**config.mk**
```make
export PLATFORM = sky130hd
export DESIGN_NAME = oled_spi_rx
export DESIGN_NICKNAME = d
export VERILOG_FILES = /design/src/rtl/oled_spi_rx.sv
export SDC_FILE = /design/constraint.sdc
export NUM_CORES = 1
export LEC_CHECK = 0
export CAP_MARGIN = 15
export CORE_MARGIN = 5
export CORE_UTILIZATION = 41
export CTS_CLUSTER_SIZE = 28
export DETAILED_ROUTE_END_ITERATION = 10
export RECOVER_POWER = 100
export SYNTH_ARGS = -nofsm -noshare
export SYNTH_HDL_FRONTEND = slang
export SYNTH_SLANG_ARGS = --single-unit
```
**constraint.sdc**
```tcl
create_clock -name i_clk -period 4.4 [get_ports i_clk]
set_input_delay 1.32 -clock i_clk [delete_from_list [all_inputs] [get_ports i_clk]]
set_output_delay 1.32 -clock i_clk [all_outputs]
set_load 0.01 [all_outputs]
```
**src/rtl/oled_spi_rx.sv**
```systemverilog
// rtl/oled_spi_rx.sv - OLED SPI receive monitor: sync, deserialise, tag cmd/data, output FIFO
// Optional OLED_RX_CMD_DECODE_EN adds o_display_on tracking of 0xAF/0xAE commands.
module oled_spi_rx #(
    parameter int IDLE_CYCLES = 1000,
    parameter int FIFO_DEPTH  = 4
) (
    input  logic        i_clk,
    input  logic        i_arst_n,
    input  logic        i_oled_sclk,
    input  logic        i_oled_sdin,
    input  logic        i_oled_dc_n,
    input  logic        i_oled_rst_n,
    output logic [7:0]  o_data,
    output logic        o_dc_n,
    output logic        o_valid,
    input  logic        i_ready,
    output logic        o_overflow,
    output logic        o_frag_err,
    output logic [15:0] o_byte_count,
    output logic        o_busy
`ifdef OLED_RX_CMD_DECODE_EN
    ,
    output logic        o_display_on
`endif
);

    localparam int AW = $clog2(FIFO_DEPTH);
    localparam int IW = $clog2(IDLE_CYCLES + 1);

    typedef enum logic [1:0] {ST_IDLE, ST_SHIFT, ST_DONE} state_t;

    state_t        state_q, state_d;
    logic [3:0]    sync_m_q, sync_m_d;
    logic [3:0]    sync_s_q, sync_s_d;
    logic          sclk_d_q, sclk_d_d;
    logic [7:0]    shift_q, shift_d;
    logic [2:0]    bit_cnt_q, bit_cnt_d;
    logic          tag_q, tag_d;
    logic [IW-1:0] idle_q, idle_d;
    logic [8:0]    mem_q [FIFO_DEPTH];
    logic [8:0]    mem_d [FIFO_DEPTH];
    logic [AW:0]   wr_q, wr_d, rd_q, rd_d;
    logic          ovf_q, ovf_d;
    logic          frag_q, frag_d;
    logic [15:0]   count_q, count_d;

    logic sclk_s, sdin_s, dc_s, rst_s;
    logic edge_det, timeout;
    logic push, frag_set, start, step;
    logic full, pop, accept;

    assign sclk_s   = sync_s_q[0];
    assign sdin_s   = sync_s_q[1];
    assign dc_s     = sync_s_q[2];
    assign rst_s    = sync_s_q[3];
    // Display reset masks edges so a byte cannot start while the panel is held in reset.
    assign edge_det = sclk_s & ~sclk_d_q & rst_s;
    assign timeout  = (idle_q == IW'(IDLE_CYCLES - 1));

    always_ff @(posedge i_clk) begin
        if (!i_arst_n) begin
            state_q <= ST_IDLE;
        end else begin
            state_q <= state_d;
        end
    end

    always_comb begin
        state_d = state_q;
        unique case (state_q)
            ST_IDLE: begin
                if (edge_det) state_d = ST_SHIFT;
            end
            ST_SHIFT: begin
                if (!rst_s)                             state_d = ST_IDLE;
                else if (edge_det && bit_cnt_q == 3'd7) state_d = ST_DONE;
                else if (!edge_det && timeout)          state_d = ST_IDLE;
            end
            ST_DONE: begin
                if (!rst_s)        state_d = ST_IDLE;
                else if (edge_det) state_d = ST_SHIFT;
                else               state_d = ST_IDLE;
            end
            default: state_d = ST_IDLE;
        endcase
    end

    always_comb begin
        push     = 1'b0;
        frag_set = 1'b0;
        start    = 1'b0;
        step     = 1'b0;
        o_busy   = 1'b0;
        unique case (state_q)
            ST_IDLE: begin
                start = edge_det;
            end
            ST_SHIFT: begin
                o_busy   = 1'b1;
                step     = edge_det;
                frag_set = !rst_s || (!edge_det && timeout);
            end
            ST_DONE: begin
                o_busy   = 1'b1;
                push     = rst_s;
                start    = edge_det;
                frag_set = !rst_s;
            end
            default: ;
        endcase
    end

    assign o_valid = (wr_q != rd_q);
    assign full    = (wr_q[AW] != rd_q[AW]) && (wr_q[AW-1:0] == rd_q[AW-1:0]);
    assign pop     = o_valid & i_ready;
    // A full FIFO still takes the byte when the head leaves in the same cycle.
    assign accept  = push & (~full | pop);

    always_comb begin
        sync_m_d  = {i_oled_rst_n, i_oled_dc_n, i_oled_sdin, i_oled_sclk};
        sync_s_d  = sync_m_q;
        sclk_d_d  = sclk_s;
        shift_d   = shift_q;
        bit_cnt_d = bit_cnt_q;
        tag_d     = tag_q;
        idle_d    = '0;
        if (start) begin
            shift_d   = {7'd0, sdin_s};
            bit_cnt_d = 3'd1;
        end else if (step) begin
            shift_d   = {shift_q[6:0], sdin_s};
            bit_cnt_d = bit_cnt_q + 3'd1;
            if (bit_cnt_q == 3'd7) tag_d = dc_s;
        end else if (state_q == ST_SHIFT && !timeout) begin
            idle_d = idle_q + IW'(1);
        end
    end

    always_comb begin
        mem_d   = mem_q;
        wr_d    = wr_q + (AW+1)'(accept);
        rd_d    = rd_q + (AW+1)'(pop);
        count_d = count_q + 16'(accept);
        ovf_d   = ovf_q | (push & full & ~pop);
        frag_d  = frag_q | frag_set;
        if (accept) mem_d[wr_q[AW-1:0]] = {tag_q, shift_q};
    end

    always_ff @(posedge i_clk) begin
        if (!i_arst_n) begin
            sync_m_q  <= '0;
            sync_s_q  <= '0;
            sclk_d_q  <= 1'b0;
            shift_q   <= '0;
            bit_cnt_q <= '0;
            tag_q     <= 1'b0;
            idle_q    <= '0;
            wr_q      <= '0;
            rd_q      <= '0;
            ovf_q     <= 1'b0;
            frag_q    <= 1'b0;
            count_q   <= '0;
            for (int i = 0; i < FIFO_DEPTH; i++) mem_q[i] <= '0;
        end else begin
            sync_m_q  <= sync_m_d;
            sync_s_q  <= sync_s_d;
            sclk_d_q  <= sclk_d_d;
            shift_q   <= shift_d;
            bit_cnt_q <= bit_cnt_d;
            tag_q     <= tag_d;
            idle_q    <= idle_d;
            wr_q      <= wr_d;
            rd_q      <= rd_d;
            ovf_q     <= ovf_d;
            frag_q    <= frag_d;
            count_q   <= count_d;
            mem_q     <= mem_d;
        end
    end

    assign o_data       = mem_q[rd_q[AW-1:0]][7:0];
    assign o_dc_n       = mem_q[rd_q[AW-1:0]][8];
    assign o_overflow   = ovf_q;
    assign o_frag_err   = frag_q;
    assign o_byte_count = count_q;

`ifdef OLED_RX_CMD_DECODE_EN
    logic disp_q, disp_d;

    // Decoded on the attempted push, so a full FIFO does not hide the command.
    always_comb begin
        disp_d = disp_q;
        if (!rst_s) begin
            disp_d = 1'b0;
        end else if (push && !tag_q) begin
            if (shift_q == 8'hAF) disp_d = 1'b1;
            if (shift_q == 8'hAE) disp_d = 1'b0;
        end
    end

    always_ff @(posedge i_clk) begin
        if (!i_arst_n) begin
            disp_q <= 1'b0;
        end else begin
            disp_q <= disp_d;
        end
    end

    assign o_display_on = disp_q;
`endif

endmodule
```
==> results.sh, run 1 <==
export IMPL_finalWirelength_um=7390
export IMPL_fillers=946
export IMPL_die_x_um=109
export IMPL_ctsResizeCount=0
export IMPL_ant_nets=0
export IMPL_post_synth_inst_count=397
export IMPL_maxCapViolations=1
export IMPL_reg2reg_slack_ns=1.85
export IMPL_clockRootBuffer="clkbuf_8"
export IMPL_ys_seq_area_share_pct=46.4
export IMPL_reg2reg_depth=7
export IMPL_nets=448
export IMPL_synth_fp_nets=418
export IMPL_synth_main_ff_cell="dfxtp_1"
export IMPL_r2r_end="o_byte_count[14]"
export IMPL_fin_crit_sh_pct=84.6
export IMPL_holdCritStartpoint="sync_m_q[3]"
export IMPL_skew_ns=0.00675
export IMPL_yosys_warnings=0
export IMPL_antenna_found_initial=0
export IMPL_ys_types=42
export IMPL_clk_path_buf_depth=2
export IMPL_routedWlPerCell_um=13.1
export IMPL_rows=36
export IMPL_drc=0
export IMPL_met2WireLength_um=3370
export IMPL_pre_cts_ws_ns=0.885
export IMPL_vias=2776
export IMPL_diodes=0
export IMPL_initial_core_util_pct=41.6
export IMPL_crit_arrival_ns=2.40
export IMPL_synth_top_area_share_pct=46.4
export IMPL_grtUsageTotal_pct=13.7
export IMPL_fin_setup_tns_ns=0
export IMPL_finalHoldViolCount=0
export IMPL_dp_hpwl_um=5150
export IMPL_ys_ff_latch=93
export IMPL_path_class="flop to output pin"
export IMPL_ys_top_cells_by_count="dfxtp_1 (93), nand2_1 (73), mux2i_1 (38), and2_1 (32), nor2_1 (19)"
export IMPL_cts_sink_count=93
export IMPL_crit_path_max_fanout=11
export IMPL_cts_setup_buffers=0
export IMPL_areaGrowthSynthToFinish_pct=14.4
export IMPL_whs_ns=0.438
export IMPL_first_pass_iters=4
export IMPL_grt_max_degree=41
export IMPL_max_vdd_ir_drop_mv=0.203
export IMPL_synth_area_leaders="dfxtp_1 (46%), mux2i_1 (9.5%), nand2_1 (6.8%)"
export IMPL_vias_per_cell=4.92
export IMPL_powerDensity_nw_per_um2=322
export IMPL_wl_met1_um=3600
export IMPL_grt_pass1_wl_um=12800
export IMPL_wl_met3_um=313
export IMPL_synth_most_common_cell="dfxtp_1"
export IMPL_cts_hold_buf=0
export IMPL_fmax_mhz=269
export IMPL_endpoint_kind="output pin"
export IMPL_grt_pass1_vias=2691
export IMPL_fin_cells=564
export IMPL_portBuffers=35
export IMPL_core_area_um2=9640
export IMPL_p_leak_nw=2.00
export IMPL_syn_avg_cell_area_um2=10.1
export IMPL_die_area_um2=11900
export IMPL_report_final_slew_viol_count=41
export IMPL_min_period_ns=3.72
export IMPL_cp_start_kind="flop"
export IMPL_cts_tree="done"
export IMPL_final_layout_size_suffix_gt1_share_pct=5.57
export IMPL_globalplace_congestion=0.779
export IMPL_design_portCount=36
export IMPL_slew_headroom_pct=-6.18
export IMPL_setup_viol=0
export IMPL_setup_slack_ns=0.677
export IMPL_tightest_slew_ns=1.59
export IMPL_hold_depth=1
export IMPL_dpl_cell_count=549
export IMPL_hp_class="flop to flop"
export IMPL_min_to="sync_s_q[3]"
export IMPL_syn_area_um2=4010
export IMPL_path_clk_slew_ns=0.09
export IMPL_violations="max-capacitance violations, max-slew violations"
export IMPL_synth_edf_count=0
export IMPL_async_flop_share_pct=0
export IMPL_die_height_um=109
export IMPL_power_mw=1.48
export IMPL_drt_iter0_drc=71
export IMPL_clk_latency_ns=0.35
export IMPL_top_layer_used="met4"
export IMPL_cts_buffers_inserted=9
export IMPL_rsz0062_at_grt="no"
export IMPL_status="finished with violations"
export IMPL_r2r_start="rd_q[0]"
export IMPL_cts_max_level=3
export IMPL_grt_overflow=0
export IMPL_synth_area_leader_cell="dfxtp_1"
export IMPL_worstPathRequired_ns=3.08
## state kept, by name, indices dropped and copies added (netlist names)
name          flops
sclk_d_q          1
o_byte_count     16
o_frag_err        1
shift_q           8
tag_q             1
mem_q            36
o_overflow        1
state_q           2
idle_q           10
sync_s_q          4
sync_m_q          4
bit_cnt_q         3
rd_q              3
wr_q              3
## logic make-up (layout without fill, tap and decap cells)
kind of cell / after synthesis / in the layout / synth area share [%]
adder cells (fa/ha/maj): 14 / 14 / 4.37
multiplexers: 47 / 47 / 14.5
AND/OR/NAND/NOR: 169 / 169 / 21.4
AO/OA/AOI/OAI: 26 / 26 / 4.46
buffers and inverters: 23 / 57 / 3.40
flip-flops: 93 / 93 / 46.4
XOR/XNOR: 25 / 25 / 5.46
## where the power goes
group          internal, mW  leakage [nW]  switching (mW)
Combinational       0.00772          1.14          0.0152
Sequential            0.844         0.750         0.00158
Clock                 0.332         0.105           0.278
Total                  1.18          2.00           0.295
## metal layers
metal / GRT usage (%) / vias up
met2: 21.7 / 45
met3: 3.97 / 11
met5: 0 / -
li1: - / 1417
met1: 17.7 / 1303
met4: 4.87 / 0
## worst max-delay path by stage
stage	startpoint	end	slack [ns]	cells after the start
4_1_cts	rd_q[0]	o_dc_n	0.71	2
3_5_place_dp	i_ready	o_byte_count[14]	0.88	7
3_3_place_gp	i_ready	o_byte_count[14]	0.90	7
6_report	rd_q[0]	o_dc_n	0.68	2
5_1_grt	rd_q[0]	o_dc_n	0.52	2
2_1_floorplan	i_ready	o_byte_count[6]	1.63	7
## layout make-up
| class | instances | area, um^2 | area share, % |
|---|---|---|---|
| well taps | 133 | 166 | 3.63 |
| repair buffers | 37 | 352 | 7.66 |
| multi-input cells | 281 | 1980 | 43.1 |
| clock buffers | 11 | 141 | 3.08 |
| clock inverters | 4 | 72.6 | 1.58 |
| inverters | 5 | 18.8 | 0.409 |
| flip-flops and latches | 93 | 1860 | 40.6 |
## cells in the final DEF, fill, tap and decap left out, types with 2 or more instances in the layout
| cell type | netlist | final |
|---|---|---|
| nand3_1 | 13 | 14 |
| nand3b_1 | 1 | 3 |
| a31oi_1 | 2 | 2 |
| nor2b_1 | 4 | 4 |
| and4_1 | 4 | 4 |
| mux2i_1 | 38 | 38 |
| o21ai_0 | 1 | 2 |
| xnor2_1 | 14 | 14 |
| dlygate4sd3_1 | 0 | 30 |
| clkdlybuf4s50_1 | 0 | 4 |
| nor4_1 | 2 | 2 |
| mux4_2 | 9 | 9 |
| nand4_1 | 10 | 10 |
| and2_1 | 32 | 18 |
| nor3_1 | 2 | 2 |
| and2_0 | 0 | 14 |
| ha_1 | 14 | 14 |
| dfxtp_1 | 93 | 93 |
| xor2_1 | 11 | 11 |
| a21o_1 | 2 | 2 |
| inv_1 | 5 | 5 |
| clkbuf_8 | 0 | 10 |
| clkbuf_1 | 11 | 4 |
| bufinv_16 | 0 | 2 |
| nor2_1 | 19 | 19 |
| nand2_1 | 73 | 74 |
| a21oi_1 | 10 | 10 |
| nand2b_1 | 3 | 3 |
## worst max-delay path, cell delays in order, from the launching register on
cell and delay (ns):
dfxtp_1 0.82, mux4_2 0.61, dlygate4sd3_1 0.63
## stage by stage
| step | cell area (um^2) | utilization, % |
|---|---|---|
| 6_report | 4590 | 47.6 |
| 5_1_grt | 4590 | 47.6 |
| 4_1_cts | 4630 | 48.1 |
| 3_5_place_dp | 4420 | 45.9 |
| 3_3_place_gp | 4420 | 45.9 |
| 2_1_floorplan | 4010 | - |
(Power assumes the default switching activity.)
==> run 2: changes to the inputs <==
==> constraint.sdc (replaced) <==
create_clock -name i_clk -period 3.41 [get_ports i_clk]
set_input_delay 1.023 -clock i_clk [delete_from_list [all_inputs] [get_ports i_clk]]
set_output_delay 1.023 -clock i_clk [all_outputs]
set_load 0.01 [all_outputs]
==> results.sh, run 2 (synthesized netlist as in run 1, its figures left out) <==
export IMPL_fin_cells=566
export IMPL_cts_setup_buffers=0
export IMPL_antenna_found_initial=0
export IMPL_pre_cts_ws_ns=0.489
export IMPL_diodes=0
export IMPL_report_final_slew_viol_count=0
export IMPL_die_x_um=109
export IMPL_finalHoldViolCount=0
export IMPL_clk_latency_ns=0.35
export IMPL_regMostFlops="mem_q"
export IMPL_rows=36
export IMPL_status="finished, final reports clean"
export IMPL_grtUsageTotal_pct=14.1
export IMPL_die_area_um2=11900
export IMPL_nets=449
export IMPL_fmax_mhz=314
export IMPL_fin_crit_sh_pct=93.3
export IMPL_cp_slowest_stage_delay_ns=0.62
export IMPL_reg2reg_slack_ns=1.02
export IMPL_r2r_start="rd_q[1]"
export IMPL_vias_per_cell=4.86
export IMPL_final_layout_size_suffix_gt1_share_pct=6.70
export IMPL_p_leak_nw=2.09
export IMPL_finalCoreUtilization_pct=48.2
export IMPL_maxCapViolations=0
export IMPL_clk_path_buf_depth=2
export IMPL_r2r_end="wr_q[2]"
export IMPL_design_portCount=36
export IMPL_cts_sink_count=93
export IMPL_dp_hpwl_um=5140
export IMPL_cts_buffers_inserted=9
export IMPL_crit_path_max_fanout=8
export IMPL_ant_nets=0
export IMPL_slew_headroom_pct=27.2
export IMPL_worstPathRequired_ns=2.39
export IMPL_globalplace_congestion=0.756
export IMPL_clockRootBuffer="clkbuf_8"
export IMPL_cp_start_kind="flop"
export IMPL_whs_ns=0.439
export IMPL_max_vdd_ir_drop_mv=0.271
export IMPL_crit_path_cell_trace="buf_12 > mux4_2 > dlygate4sd3_1"
export IMPL_skew_ns=0.00788
export IMPL_endpoint_kind="output pin"
export IMPL_initial_core_util_pct=41.6
export IMPL_cp_num_buf_inv=2
export IMPL_die_height_um=109
export IMPL_cp_top_family="buffers and inverters"
export IMPL_hp_class="flop to flop"
export IMPL_portBuffers=35
export IMPL_path_clk_slew_ns=0.08
export IMPL_largest_reg_flops=36
export IMPL_finalWirelength_um=7570
export IMPL_fin_setup_tns_ns=0
export IMPL_routedWlPerCell_um=13.4
export IMPL_cp_slowest_cell="dlygate4sd3_1"
export IMPL_first_pass_iters=4
export IMPL_final_cell_mix="dfxtp_1 (93), nand2_1 (73), mux2i_1 (38), dlygate4sd3_1 (29), and2_1 (20)"
export IMPL_fillers=951
export IMPL_rsz0062_at_grt="no"
export IMPL_holdCritStartpoint="sync_m_q[0]"
export IMPL_min_to="sync_s_q[0]"
export IMPL_grt_overflow=0
export IMPL_drc=0
export IMPL_final_common_cell="dfxtp_1"
export IMPL_cts_hold_buf=0
export IMPL_setup_slack_ns=0.227
export IMPL_grt_pass1_wl_um=13200
export IMPL_ctsResizeCount=0
export IMPL_min_period_ns=3.18
export IMPL_cts_max_level=3
export IMPL_dpl_cell_count=550
export IMPL_tightest_slew_ns=1.09
export IMPL_hold_depth=1
export IMPL_vias=2748
export IMPL_drt_iter0_drc=84
export IMPL_crit_arrival_ns=2.16
export IMPL_grt_pass1_vias=2742
export IMPL_setup_viol=0
export IMPL_grt_max_degree=61
export IMPL_cts_tree="done"
export IMPL_path_class="flop to output pin"
export IMPL_areaGrowthSynthToFinish_pct=15.9
export IMPL_reg2reg_depth=7
export IMPL_powerDensity_nw_per_um2=415
export IMPL_core_area_um2=9640
run 2: worst max-delay path by stage:
stage,startpoint,end,cells past startpoint
6_report,rd_q[0],o_data[2],3
3_3_place_gp,i_ready,o_byte_count[6],7
4_1_cts,rd_q[0],o_data[2],3
3_5_place_dp,i_ready,o_byte_count[14],7
5_1_grt,rd_q[0],o_data[2],3
2_1_floorplan,i_ready,o_byte_count[6],7
run 2: cell type report:
cell class              instances  area (um^2)  share of cell area, %
flip-flops and latches         93         1860                   40.0
multi-input cells             281         2010                   43.3
inverters                       5         18.8                  0.404
clock buffers                  13          149                   3.20
well taps                     133          166                   3.58
clock inverters                 3         68.8                   1.48
repair buffers                 38          373                   8.02
run 2: per-stage QoR:
step	cell area, um^2	total power [mW]
after floorplan	4010	1.14
after global placement	4450	1.15
after detailed placement	4450	1.15
after CTS	4670	1.96
after global routing	4650	2.01
final	4650	1.93
run 2: power breakdown:
part	switching (mW)	leakage (nW)	internal [mW]
logic	0.0191	1.23	0.00980
clock network	0.372	0.108	0.436
registers	0.00197	0.750	1.09
total	0.393	2.09	1.54
run 2: metal layers:
metal | up-vias | global-route usage [%] | routed length (um)
li1 | 1419 | - | -
met1 | 1285 | 17.8 | 3720
met2 | 38 | 23.4 | 3480
met3 | 6 | 4.26 | 292
met4 | 0 | 4.06 | 86
met5 | - | 0 | 0
